<file path="src/rtl/pipe_stall_ctrl.sv">
// Stall/flush sequencer for the 5-stage pipeline: fetch/data bus trackers, divider countdown.
// Optional STALL_PERF_CNT_EN adds a free-running count of stalled cycles.
module pipe_stall_ctrl #(
  parameter int DIV_CYCLES = 33,
  parameter int CNT_W      = 6
) (
  input  logic        clock_i,
  input  logic        reset_i,
  input  logic        inst_req_i,
  input  logic        inst_ok_i,
  output logic        inst_req_ready_o,
  output logic        inst_discard_o,
  input  logic        data_req_i,
  input  logic        data_ok_i,
  input  logic        load_use_i,
  input  logic        div_start_i,
  input  logic        exception_i,
  output logic [3:0]  stall_o,
  output logic        flush_o,
`ifdef STALL_PERF_CNT_EN
  output logic [31:0] perf_stall_cnt_o,
`endif
  output logic        div_busy_o
);

  typedef enum logic [1:0] {I_IDLE, I_WAIT, I_DISCARD} inst_state_t;
  typedef enum logic {D_IDLE, D_WAIT} data_state_t;

  inst_state_t      inst_st;
  data_state_t      data_st;
  logic [CNT_W-1:0] div_cnt;
  logic             div_load;

  // A fetch killed by an exception must still be drained from the bus, then dropped.
  always_ff @(posedge clock_i or negedge reset_i) begin
    if (!reset_i) begin
      inst_st <= I_IDLE;
    end else begin
      case (inst_st)
        I_IDLE:    if (inst_req_i && !inst_ok_i) inst_st <= I_WAIT;
        I_WAIT: begin
          if (inst_ok_i)        inst_st <= I_IDLE;
          else if (exception_i) inst_st <= I_DISCARD;
        end
        I_DISCARD: if (inst_ok_i) inst_st <= I_IDLE;
        default:   inst_st <= I_IDLE;
      endcase
    end
  end

  // Stores already on the bus are never cancelled by an exception.
  always_ff @(posedge clock_i or negedge reset_i) begin
    if (!reset_i) begin
      data_st <= D_IDLE;
    end else begin
      case (data_st)
        D_IDLE:  if (data_req_i && !data_ok_i) data_st <= D_WAIT;
        D_WAIT:  if (data_ok_i) data_st <= D_IDLE;
        default: data_st <= D_IDLE;
      endcase
    end
  end

  assign div_load = div_start_i && (div_cnt == '0) && !exception_i;

  always_ff @(posedge clock_i or negedge reset_i) begin
    if (!reset_i) begin
      div_cnt <= '0;
    end else if (exception_i) begin
      div_cnt <= '0;
    end else if (div_cnt != '0) begin
      div_cnt <= div_cnt - 1'b1;
    end else if (div_load) begin
      div_cnt <= CNT_W'(DIV_CYCLES - 1);
    end
  end

  always_comb begin
    inst_req_ready_o = (inst_st == I_IDLE);
    inst_discard_o   = (inst_st == I_DISCARD) && inst_ok_i;
    div_busy_o       = (div_cnt != '0);
    flush_o          = exception_i;
    stall_o[0] = ((inst_st == I_IDLE) && inst_req_i && !inst_ok_i) ||
                 ((inst_st == I_WAIT) && !inst_ok_i) ||
                 (inst_st == I_DISCARD);
    stall_o[1] = load_use_i && !exception_i;
    stall_o[2] = div_busy_o || div_load;
    stall_o[3] = ((data_st == D_IDLE) && data_req_i && !data_ok_i) ||
                 ((data_st == D_WAIT) && !data_ok_i);
  end

`ifdef STALL_PERF_CNT_EN
  logic [31:0] perf_cnt;

  always_ff @(posedge clock_i or negedge reset_i) begin
    if (!reset_i)      perf_cnt <= '0;
    else if (|stall_o) perf_cnt <= perf_cnt + 32'd1;
  end

  assign perf_stall_cnt_o = perf_cnt;
`endif

endmodule

</file>
<file path="config.mk">
export PLATFORM = sky130hd
export DESIGN_NAME = pipe_stall_ctrl
export DESIGN_NICKNAME = d
export VERILOG_FILES = /design/src/rtl/pipe_stall_ctrl.sv
export SDC_FILE = /design/constraint.sdc
export NUM_CORES = 1
export LEC_CHECK = 0
export CORE_AREA = 2 2 41 43
export CTS_CLUSTER_DIAMETER = 200
export DETAILED_ROUTE_END_ITERATION = 16
export DIE_AREA = 0 0 43 45
export GPL_ROUTABILITY_DRIVEN = 0
export HOLD_SLACK_MARGIN = 0.06
export PLACE_DENSITY = 0.72
export SKIP_LAST_GASP = 1
export SLEW_MARGIN = 20
export SYNTH_ARGS = -nofsm -noshare
export SYNTH_HDL_FRONTEND = slang
export SYNTH_SLANG_ARGS = --single-unit
</file>
<file path="constraint.sdc">
create_clock -name clock_i -period 1.4 [get_ports clock_i]
set_clock_uncertainty 0.1 [all_clocks]
set_input_delay 0.35 -clock clock_i [delete_from_list [all_inputs] [get_ports clock_i]]
set_output_delay 0.35 -clock clock_i [all_outputs]
set_load 0.03 [all_outputs]
</file>
==> impl_results.md, run 1 <==
- Share of layout cells above drive strength 1: 56.8%
- Layout Nets: approximately 110
- Arrival time worst endpoint: 1.37 ns
- Psw: ~0.00081 W
- Clock tree buffer depth: 2
- CTS tree: built
- Pwr Density: 1990 mW/mm^2
- Tcrit/Tclk final: 130%
- Worst path cell trace: or3_4 -> nor2_8 -> o21ai_2 -> buf_6
- Largest net degree at the start of global routing: 10
- Tot GR Track Use: between 15 and 20%
- Vias: 552
- Number of CTS-inserted buffers: 3
- Reg-to-reg endpoint: div_cnt[5]$_DFFE_PN0P_
- Total die area: 0.00194 sq mm
- Leakage: roughly 0.46 nW
- Synthesized area: around 560 sq um
- Vias in the first global route: 562
- Die Y: approximately 45 um
- Comb power frac: 71.6%
- Flops & latches, synth: 9
- Final min period: 1.82 ns
- Clock Latency Late Sink: 0.25 ns
- Yosys top cell by area: dfrtp_1
- Seq/Total Area, Yosys: approximately 40%
- PnR worst setup slack: -0.417 ns
- Syn Nets: 69
- Max-slew violations: 0
- Final setup violation count: 6
- Crit path buf inv count: 1
- Outcome: finished, violations left
- Slew HR: 73.3%
- RSZ-0062 raised after global routing: yes
- CTS Sinks: 9
- Antenna diode count: 0
- FF-to-FF Start: div_cnt[3]$_DFFE_PN0P_
- CP peak stage delay: 0.42 ns
- CP startpoint kind: flop
- # DRC: 0
- Dpl ws: -0.295 ns
- YS warnings: 0
- R2R depth: 4
- Clock share of power: a little under a tenth
- TNS Setup: -1.24 ns
- Ports: 17
- Maximum vdd ir drop: between 1000 and 1500 uV
- Initial Util: a little under two fifths
- Final ANT Viol Nets: 0
- Initial antenna violation count: 0
- P_int: roughly 0.0012 W
- F_max: 0.550 GHz
- Failing checks: setup timing
- Number of max-cap violations: 0
- Critical Path RT: 0.95 ns
- Dpl hpwl: 1060 um
- Worst slew pin tran: 0.399 ns
- Synth cell types: 26
- First-pass iteration count of the detailed router: 2
- CP Class: flop to output port
- Switch share: 41.1%
- IO buf count: 16
- Reg2Reg Setup Slack: -0.06 ns
- Initial DRC count: 1
- WL/cell: 12.6 um
- Syn_area_per_cell: slightly below 10 sq um
- Register share of total power: 18.9%
- Min-delay worst type: input port to asynchronous set/reset pin
- Commonest non-fill, non-tap cells in the layout: buf_4 (20), dfrtp_1 (8), buf_6 (7), dlygate4sd2_1 (6)
- Clock transition at path regs: approximately 0.060 ns
- Post-synth top area share: 40.2%
- H-Tree Depth: 1
- Syn Inst Count: 58
- WL final: between 1000 and 1500 um
- Crit-path max FO: 3
- Via density: 4.97
- Area delta synth->final: 77.5%
- First-pass GRT wire length: 2380 um
- Clk root buf: clkbuf_4
- Slowest-stage cell, CP: or3_4
- Die Span X: 43 um
- Final Hold Viols: 0
- Nature of the critical path endpoint: output port
- Synth area leaders: dfrtp_1 (40%), ha_1 (4.5%), nor3_1 (4.5%)
- Cell family with most CP delay: simple AND/OR/NAND/NOR gates
- Core Rows: 14
- Commonest non-fill, non-tap cell in the layout: buf_4
- Grt total ovfl: 0
- Core Area: 0.00147 sq mm
[cells in the mapped netlist (all sizes together)]
cell type	instances
nand4	2
clkbuf	1
o31ai	2
a21oi	4
a221oi	1
dfrtp	9
nor3	6
or3	1
or2b	1
nor2b	2
mux2i	1
o21ai	4
a21o	1
nand2b	2
nand3b	1
ha	2
nor3b	1
xnor2	2
and2b	1
buf	1
inv	6
nor2	7
[per-stage QoR]
| step | hold slack (ns) | total power (W) | std cells | area [sq um] | utilization (%) |
|---|---|---|---|---|---|
| floorplan | -0.0456 | 0.00114 | 58 | 589 | - |
| global placement | 0.361 | 0.00155 | 103 | 851 | 57.8 |
| detailed placement | 0.377 | 0.00158 | 103 | 851 | 57.8 |
| CTS | 0.292 | 0.00193 | 109 | 963 | 65.5 |
| global route | 0.302 | 0.00212 | 111 | 995 | 67.6 |
| finish | 0.293 | 0.00198 | 111 | 995 | 67.6 |
[timing repair]
action,4_1_cts,5_1_grt
setup endpoints to repair,12,10
hold buffers,0,0
pin swaps,7,6
gates resized for setup,23,6
setup buffers,2,2
[area by class of cell]
| class | instances | area (sq um) |
|---|---|---|
| sequential | 9 | 226 |
| clock buffer | 4 | 26.3 |
| fill | 123 | 477 |
| inverter | 6 | 22.5 |
| timing repair buffer | 35 | 302 |
| multi-input combinational | 41 | 398 |
| tap | 16 | 20.0 |
[kinds of logic after synthesis]
family | share of synthesized area (%)
simple gates | 28.1
flops | 40.2
compound gates | 16.3
fa+ha+maj | 4.46
xor+xnor | 3.13
mux | 1.79
buf+inv | 6.03
[routing by layer]
metal	share of wire, %	routed length, um	global-route usage [%]
met1	39	543	17.0
met5	0	0	0
met2	58	816	34.5
met4	0	0	3.64
met3	2.9	41	2.80
[state kept, by name, summed over array words and instances, names as in the netlist]
name     count
inst_st      2
data_st      1
div_cnt      6
[power by group through the flow]
stage | Sequential [W] | Clock [W] | Combinational (W)
5_1_grt | 0.000383 | 0.000214 | 0.00152
4_1_cts | 0.000371 | 0.000196 | 0.00136
3_3_place_gp | 0.000370 | 0 | 0.00118
2_1_floorplan | 0.000422 | 0 | 0.000720
6_report | 0.000373 | 0.000189 | 0.00141
3_5_place_dp | 0.000375 | 0 | 0.00120
[worst max path at each step]
stage / startpoint / endpoint / depth (start not counted)
5_1_grt: div_cnt[3]$_DFFE_PN0P_ / stall_o[2] / 4
3_3_place_gp: inst_ok_i / stall_o[0] / 3
2_1_floorplan: div_cnt[3]$_DFFE_PN0P_ / stall_o[2] / 3
6_report: div_cnt[3]$_DFFE_PN0P_ / stall_o[2] / 4
3_5_place_dp: inst_ok_i / stall_o[0] / 3
4_1_cts: div_cnt[2]$_DFFE_PN0P_ / stall_o[2] / 4
Note: power is estimated with default switching activity, not from simulation.
==> run 2: changes to the inputs <==
Settings changed: CTS_CLUSTER_DIAMETER 200 to 50.
==> results of run 2 <==
The final DEF is identical to that of run 1; final timing and power are the same.
==> run 3: changes to the inputs <==
Settings changed: SETUP_SLACK_MARGIN from default to 0.5, SKIP_LAST_GASP 1 to default.
==> run 3 against run 2 <==
The flow still finishes with violations (setup timing). Combinational power increased by 23%. Critical path depth increased by 1. Design area increased by 15%. Count of clock-buffer cells in the layout unchanged. Via count increased by 2.9%. Register-to-register slack got worse by 0.09 ns. Critical path type unchanged. Critical endpoint unchanged. Largest power group unchanged.
==> impl_results.md, run 3 (synthesis gave the netlist of run 1 again) <==
- Final min period: 1.92 ns (+0.0985 ns)
- Failing checks: setup timing
- Initial antenna violation count: 0 (unchanged)
- Leakage: 0.515 nW (+11%)
- Pwr Density: 2040 mW/mm^2 (+2.8%)
- Largest net degree at the start of global routing: 10 (unchanged)
- Reg2Reg Setup Slack: -0.15 ns (-0.09 ns)
- Critical Path RT: 0.95 ns (about the same)
- Clock tree buffer depth: 2 (unchanged)
- Min-delay worst type: input port to asynchronous set/reset pin
- Via density: 4.85 (-2.4%)
- PnR worst setup slack: -0.515 ns (-0.0985 ns)
- RSZ-0062 raised after global routing: yes
- Core Area: 0.00147 sq mm (unchanged)
- First-pass GRT wire length: 2810 um (+18%)
- Final non-filler cell area: 0.00114 sq mm (+15%)
- Number of max-cap violations: 0 (unchanged)
- Number of CTS-inserted buffers: 3 (unchanged)
- Ports: 17 (unchanged)
- First-pass iteration count of the detailed router: 4 (+2)
- Share of layout cells above drive strength 1: 68.3% (+11 points)
- WL/cell: 14.9 um (+18%)
- Reg-to-reg endpoint: div_cnt[5]$_DFFE_PN0P_
- Grt total ovfl: 0 (unchanged)
- Total die area: 0.00194 sq mm (unchanged)
- Tot GR Track Use: 20.1% (+3.6 points)
- CP Class: flop to output port
- Die Y: 45 um (unchanged)
- # fillers: 106 (-14%)
- Tcrit/Tclk final: 137% (+7.0 points)
- Area delta synth->final: 104%
- Die Span X: 43 um (unchanged)
- Clock Latency Late Sink: 0.26 ns (about the same)
- Final Hold Viols: 0 (unchanged)
- Arrival time worst endpoint: 1.47 ns (+0.10 ns)
- Core Rows: 14 (unchanged)
- R2R depth: 5 (+1)
- Largest register FFs: 6 (unchanged)
- IO buf count: 16 (unchanged)
- Hold_ws: 0.267 ns (-0.0255 ns)
- Largest registers: div_cnt x6, inst_st x2, data_st x1
- Hold buffers post-CTS: 0 (unchanged)
- Max-slew violations: 0 (unchanged)
- TNS Setup: -1.77 ns (-0.523 ns)
- Commonest non-fill, non-tap cells in the layout: buf_6 (17), buf_4 (17), dfrtp_1 (7), nor2_4 (4), dlygate4sd2_1 (4)
- Setup crit end: stall_o[2]
- CTS Sinks: 9 (unchanged)
- Total Power: 0.00233 W (+18%)
- Clk root buf: clkbuf_4
- Largest Register: div_cnt
- WL final: 1740 um (+24%)
- FF-to-FF Start: div_cnt[3]$_DFFE_PN0P_
- Dpl ws: -0.527 ns (-0.232 ns)
- Antenna diode count: 0 (unchanged)
- Initial Util: 38.1% (unchanged)
- # DRC: 0 (unchanged)
- F_max: 0.522 GHz (-5.1%)
- H-Tree Depth: 1 (unchanged)
- Slew HR: 84.5% (+11 points)
- CP startpoint kind: flop
- Final ANT Viol Nets: 0 (unchanged)
- Crit-path max FO: 2 (-1)
- Vias in the first global route: 593 (+5.5%)
- CP startpoint: div_cnt[3]$_DFFE_PN0P_
- Initial DRC count: 4 (+3)
- CTS tree: built
- Layout Nets: 113 (+5.6%)
- Nature of the critical path endpoint: output port
- Dpl hpwl: 1120 um (+5.3%)
- Cell Area, Placed: 942 sq um (+11%)
- Vias: 568 (+2.9%)
- Final setup violation count: 10 (+4)
- Clock transition at path regs: 0.07 ns (about the same)
- Outcome: finished, violations left
- Worst slew pin tran: 0.231 ns (-0.168 ns)
- Maximum vdd ir drop: 1150 uV (+11%)
-- run 3: worst min-delay path by stage --
stage               slack, ns  cells past startpoint                      to               from
floorplan               -0.05                      0       data_st$_DFF_PN0_            reset_i
global placement         0.41                      2       data_st$_DFF_PN0_  data_st$_DFF_PN0_
detailed placement       0.42                      2       data_st$_DFF_PN0_  data_st$_DFF_PN0_
CTS                      0.26                      2  div_cnt[0]$_DFFE_PN0P_            reset_i
global route             0.28                      2  div_cnt[0]$_DFFE_PN0P_            reset_i
finish                   0.27                      2  div_cnt[0]$_DFFE_PN0P_            reset_i
-- run 3: timing repair --
| item | CTS | global route |
|---|---|---|
| pin swaps | 11 | 5 |
| gates cloned | 0 | 0 |
| buffers inserted | 4 | 4 |
| setup endpoints to repair | 17 | 16 |
| resized for setup | 37 | 13 |
-- run 3: report_power, final --
group	switching, W	internal [W]
logic	0.000805	0.000929
clock network	0.000107	0.000110
registers	0.0000514	0.000330
-- run 3: metrics by stage --
stage,utilization [%],cells
2_1_floorplan,-,58
3_3_place_gp,64.0,105
3_5_place_dp,64.0,105
4_1_cts,73.6,113
5_1_grt,77.6,117
6_report,77.6,117
-- run 3: final cells by class --
type | count | area [sq um] | share of cell area [%]
tap | 16 | 20.0 | 1.75
inverter | 6 | 22.5 | 1.97
clock buffer | 4 | 26.3 | 2.30
multi-input combinational | 41 | 457 | 40.0
timing repair buffer | 41 | 389 | 34.1
sequential | 9 | 228 | 19.9
-- run 3: layer usage --
metal	vias up	track usage, %	share of wire, %	wire [um]
met1	267	26.2	43	750
met2	10	34.5	54	939
met3	0	2.80	2.9	51
met5	-	0	0	0
met4	0	7.27	0	0
li1	291	-	-	-
-- run 3: critical path, cell delays in order (launching register included) --
cell	delay [ns]
dfrtp_1	0.38
or3_4	0.42
nor2_8	0.10
buf_6	0.11
o21ai_4	0.05
buf_6	0.13
